$ cat src/rtl/intr_ack_initiator.sv
// Purpose: CPU-side 8259 INT/INTA initiator; runs the two-pulse acknowledge and captures the vector (INTA_SYNC_EN adds a 2-flop int_in synchronizer).
// Latency: vector_valid rises 2L+G+1 edges after int_in is driven high (+2 with INTA_SYNC_EN).
// Backpressure: vector held in DELIVER until vector_ready; no new acknowledge starts meanwhile.
module intr_ack_initiator #(
    parameter int INTA_LOW_CYCLES = 2,
    parameter int INTA_GAP_CYCLES = 2
) (
    input  logic       clk,
    input  logic       rst_n,
    input  logic       int_in,
    input  logic       cpu_ie,
    input  logic [7:0] data_bus,
    output logic       inta_n,
    output logic [7:0] vector,
    output logic       vector_valid,
    input  logic       vector_ready,
    output logic       busy
);

    localparam int MAXLG = (INTA_LOW_CYCLES > INTA_GAP_CYCLES) ? INTA_LOW_CYCLES : INTA_GAP_CYCLES;
    localparam int CW    = $clog2(MAXLG) + 1;
    localparam logic [CW-1:0] LOW_LD = CW'(INTA_LOW_CYCLES - 1);
    localparam logic [CW-1:0] GAP_LD = CW'(INTA_GAP_CYCLES - 1);

    typedef enum logic [2:0] {
        IDLE    = 3'd0,
        P1_LOW  = 3'd1,
        GAP     = 3'd2,
        P2_LOW  = 3'd3,
        DELIVER = 3'd4
    } state_t;

    state_t        state, state_nxt;
    logic [CW-1:0] cnt, cnt_nxt;
    logic          cap;
    logic          int_s;

`ifdef INTA_SYNC_EN
    logic [1:0] sync_q;

    always_ff @(posedge clk or negedge rst_n) begin
        if (!rst_n) begin
            sync_q <= 2'b00;
        end else begin
            sync_q <= {sync_q[0], int_in};
        end
    end

    assign int_s = sync_q[1];
`else
    assign int_s = int_in;
`endif

    // Once out of IDLE the sequence ignores int_s/cpu_ie so the PIC always sees both pulses.
    always_comb begin
        state_nxt = state;
        cnt_nxt   = cnt;
        cap       = 1'b0;
        case (state)
            IDLE: begin
                if (int_s && cpu_ie) begin
                    state_nxt = P1_LOW;
                    cnt_nxt   = LOW_LD;
                end
            end
            P1_LOW: begin
                if (cnt == '0) begin
                    state_nxt = GAP;
                    cnt_nxt   = GAP_LD;
                end else begin
                    cnt_nxt = cnt - CW'(1);
                end
            end
            GAP: begin
                if (cnt == '0) begin
                    state_nxt = P2_LOW;
                    cnt_nxt   = LOW_LD;
                end else begin
                    cnt_nxt = cnt - CW'(1);
                end
            end
            P2_LOW: begin
                if (cnt == '0) begin
                    state_nxt = DELIVER;
                    cnt_nxt   = '0;
                    cap       = 1'b1;
                end else begin
                    cnt_nxt = cnt - CW'(1);
                end
            end
            DELIVER: begin
                if (vector_ready) begin
                    state_nxt = IDLE;
                    cnt_nxt   = '0;
                end
            end
            default: begin
                state_nxt = IDLE;
                cnt_nxt   = '0;
            end
        endcase
    end

    // Outputs are registered from the next state so they change on the same edge as the FSM.
    always_ff @(posedge clk or negedge rst_n) begin
        if (!rst_n) begin
            state        <= IDLE;
            cnt          <= '0;
            inta_n       <= 1'b1;
            vector_valid <= 1'b0;
            vector       <= 8'h00;
        end else begin
            state        <= state_nxt;
            cnt          <= cnt_nxt;
            inta_n       <= !((state_nxt == P1_LOW) || (state_nxt == P2_LOW));
            vector_valid <= (state_nxt == DELIVER);
            if (cap) begin
                vector <= data_bus;
            end
        end
    end

    assign busy = (state != IDLE);

endmodule

$ cat config.mk
export PLATFORM = sky130hd
export DESIGN_NAME = intr_ack_initiator
export DESIGN_NICKNAME = d
export VERILOG_FILES = /design/src/rtl/intr_ack_initiator.sv
export SDC_FILE = /design/constraint.sdc
export NUM_CORES = 1
export LEC_CHECK = 0
export ABC_AREA = 0
export BUFFER_PORTS_ARGS = -buffer_cell sky130_fd_sc_hd__buf_2
export CAP_MARGIN = 20
export CORE_AREA = 4 4 43 45
export CTS_CLUSTER_DIAMETER = 40
export DETAILED_ROUTE_END_ITERATION = 8
export DIE_AREA = 0 0 47 49
export GPL_TIMING_DRIVEN = 1
export HOLD_SLACK_MARGIN = 0.15
export PLACE_DENSITY = 0.75
export SLEW_MARGIN = 15
export SYNTH_ARGS = -nofsm -noshare
export SYNTH_HDL_FRONTEND = slang
export SYNTH_SLANG_ARGS = --single-unit
$ cat constraint.sdc
create_clock -name clk -period 2.3 [get_ports clk]
set_input_delay 0.23 -clock clk [delete_from_list [all_inputs] [get_ports clk]]
set_output_delay 0.23 -clock clk [all_outputs]
set_load 0.05 [all_outputs]
* Word-level counts from Yosys, hierarchy flattened
Index checks and enable logic that the tools add are counted.
** Operators by class
- Add/subtract/negate cells :: 1
- Equal/unequal tests :: 9
- Mux-type cells :: 13
- Reductions and logical operators :: 8
** Operators by type and width (count)
- 2-to-1 mux 3 bit :: 5
- case mux 3 bit (5 select lines) :: 1
- == test 3 x 2 -> 1 bit (second input constant) :: 3
- 2-to-1 mux 2 bit :: 4
- case mux 2 bit (4 select lines) :: 1
- == test 3 x 1 -> 1 bit (second input constant) :: 2
- == test 3 bit (second input constant) :: 2
- inequality test 2 bit (second input constant) :: 2
- logical NOT 3 bit :: 1
- nonzero test 3 bit :: 1
- logical NOT 2 bit :: 1
- 2-to-1 mux 1 bit :: 2
- AND reduction 2 bit :: 1
- OR reduction 2 bit :: 1
- subtractor 2 x 1 -> 2 bit (second input constant) :: 1
- logical AND 1 bit :: 1
- logical NOT 1 bit :: 1
- logical OR 1 bit :: 1
** Storage, ports and cells
- Register bits :: 15
- Input bits :: 13
- Output and inout bits :: 11
- Word-level logic and storage cells :: 36

* Depth between registers and ports, before layout
- Depth in word-level cells :: 6
- Gate-level depth with buffers :: 4
- Gate-level depth less buffers :: 3

* Worst setup path after synthesis
OpenSTA, ideal clock, no wires.
- Path kind :: register to output
- Start :: register state[2]
- End :: output busy
- Arrival :: 1082 ps
- Data required time :: 2070 ps
- Path slack :: 988 ps
- Stages on the path, launching flop included :: 3
- Path buffers :: 1
- Cell sequence :: dfrtp_1 -> buf_4 -> or3_1
** Between the ends
- Longest elaborated chain between the ends :: 1
** Ends and longest elaborated chain
- from (decl) :: line 33 : state_t state, state_nxt;
- from (signal assigned) :: line 113 : state <= state_nxt;
- nonzero test 3 bit :: line 123 : assign busy = (state != IDLE);
- to (decl) :: line 17 : output logic busy
Every way passes these cells.

* Worst setup path after layout
Same ends and word-level chain as after synthesis.

==> impl_metrics.env <==
export IMPL_hold_violations=0
export IMPL_place_congestion=0.747
export IMPL_crit_family="flip-flops"
export IMPL_dr_pass1_iters=4
export IMPL_ys_types=22
export IMPL_ctsResizeCount=0
export IMPL_design_die_area_um2=2300
export IMPL_synth_area_um2=689
export IMPL_via_per_inst=5.18
export IMPL_finalMaxSlewViolations=0
export IMPL_grt_pass1_wl_um=1900
export IMPL_fp_coreArea_um2=1470
export IMPL_dp_hpwl_um=918
export IMPL_crit_path_start_kind="register"
export IMPL_yosys_warnings=0
export IMPL_period_needed_ps=1610
export IMPL_cts_max_level=1
export IMPL_cp_cell_sequence="or3_1, buf_2"
export IMPL_setup_tns_ps=0
export IMPL_status="complete, no violations"
export IMPL_cp_num_buf_inv=1
export IMPL_rows=14
export IMPL_ys_top_cells_by_area="dfrtp_1 (51%), mux2_4 (17%), a21o_1 (4.4%)"
export IMPL_grt_pass1_vias=458
export IMPL_initial_utilization=0.469
export IMPL_max_cap_viol_count=0
export IMPL_wl_um=1220
export IMPL_worstPathRequired_ps=2070
export IMPL_drt_first_iter_violations=11
export IMPL_cts_max_path_buffers=2
export IMPL_cts_tree="done"
export IMPL_ys_seq_area_frac=0.546
export IMPL_cts_root_buffer="clkbuf_4"
export IMPL_portBuffers=23
export IMPL_netlist_instances=49
export IMPL_syn_avg_cell_area_um2=14.1
export IMPL_ioPinCount=24
export IMPL_fin_crit_sh=0.700
export IMPL_synth_async_reset_ratio=1.00
export IMPL_synth_edf_count=0
export IMPL_synth_ff_latch_count=15
export IMPL_setup_violations=0
export IMPL_syn_to_final_growth_pct=22.3
export IMPL_ff_latch_area_um2=377
export IMPL_clock_latency_ps=280
export IMPL_final_layout_size_suffix_gt1_frac=0.533
export IMPL_vias=471
export IMPL_clock_skew_ps=9.11
export IMPL_rsz0062_at_grt="false"
export IMPL_nNetsFinal=89
export IMPL_die_height_um=49
export IMPL_tightest_slew_ps=545
export IMPL_wl_per_cell_um=13.4
export IMPL_crit_type="register to output pin"
export IMPL_maxSlewHeadroom=0.631
export IMPL_final_antenna_net_count=0
export IMPL_drc_errors=0
export IMPL_critPathMaxStageDelay_ps=500
export IMPL_cts_setup_buffers=0
export IMPL_critPathSlowestCell="dfrtp_1"
export IMPL_fillers=144
export IMPL_die_w_um=47
export IMPL_critPathMaxFanout=10
export IMPL_synth_top_area_share=0.508
export IMPL_grt_overflow_total=0
export IMPL_grt_max_degree=16
export IMPL_grtUsageTotal=0.115
export IMPL_antenna_found_initial=0
export IMPL_multi_input_area_um2=290
export IMPL_final_common_cell="buf_2"
export IMPL_syn_nets=62
export IMPL_crit_arrival_ps=1380
export IMPL_cts_buffers=3
export IMPL_clk_pin_slew_ps=90
export IMPL_synth_top_area_cell="dfrtp_1"
export IMPL_diodes=0
export IMPL_end_kind="output pin"
export IMPL_hp_class="primary input to register"
export IMPL_max_freq_mhz=621
export IMPL_final_cell_mix="buf_2 (23), dfrtp_1 (14), mux2_4 (8)"
export IMPL_synthFlopType="dfrtp_1"
export IMPL_clock_sinks=15
## per-layer routing
metal | share of wire | track usage
met5 | 0 | 0
met2 | 0.53 | 0.181
met4 | 0.0098 | 0.0415
met1 | 0.41 | 0.133
met3 | 0.055 | 0.0554
## logic make-up after synthesis
kind of cell,share of synthesized area
buffers and inverters,0.0327
AO/OA/AOI/OAI,0.0998
XOR/XNOR,0.0127
AND/OR/NAND/NOR,0.134
multiplexers,0.174
flip-flops,0.546
## sequential cells by signal, indices dropped and copies added (netlist names)
register      flops
vector            8
inta_n            1
state             3
cnt               2
vector_valid      1
## area by class of cell
class,count,share of cell area
sequential,15,0.447
inverter,1,0.00445
clock buffer,3,0.0267
timing repair buffer,24,0.148
multi-input combinational,31,0.344
clock inverter,1,0.00593
tap,16,0.0237
## path summary, 6_finish.rpt
path	from	depth (start not counted)	to	slack (ps)
worst max register to register	state[2]	2	cnt[1]	970
worst max-delay path	state[2]	2	busy	690
min in group asynchronous	rst_n	2	vector[1]	380
worst min register to register	vector[1]	1	vector[1]	510
worst min-delay path	data_bus[5]	2	vector[5]	170
max in group asynchronous	rst_n	2	inta_n	1630
## synthesized netlist by cell type, drive strengths merged, types with 2 or more instances
master  number
buf          2
dfrtp       14
or3          2
nor2         3
mux2         8
a21o         4
a21oi        2
nor3         2
## per-stage QoR
stage	std cells	setup WS, ps	util	hold slack [ps]	instance area (um2)
after floorplan	49	988	-	-65.6	689
after global placement	86	1000	0.548	148	806
after detailed placement	86	994	0.548	151	806
after CTS	91	685	0.573	162	843
after global routing	91	616	0.573	158	843
final	91	690	0.573	171	843
## timing repair
item / 4_1_cts / 5_1_grt
hold buffers: 1 / 0
setup endpoints to repair: 0 / 0
hold endpoints to repair: 15 / 0
Power is left out: the tool's default activity adds up to more than one toggle a clock period on the data nets, which glitch-free logic cannot reach.
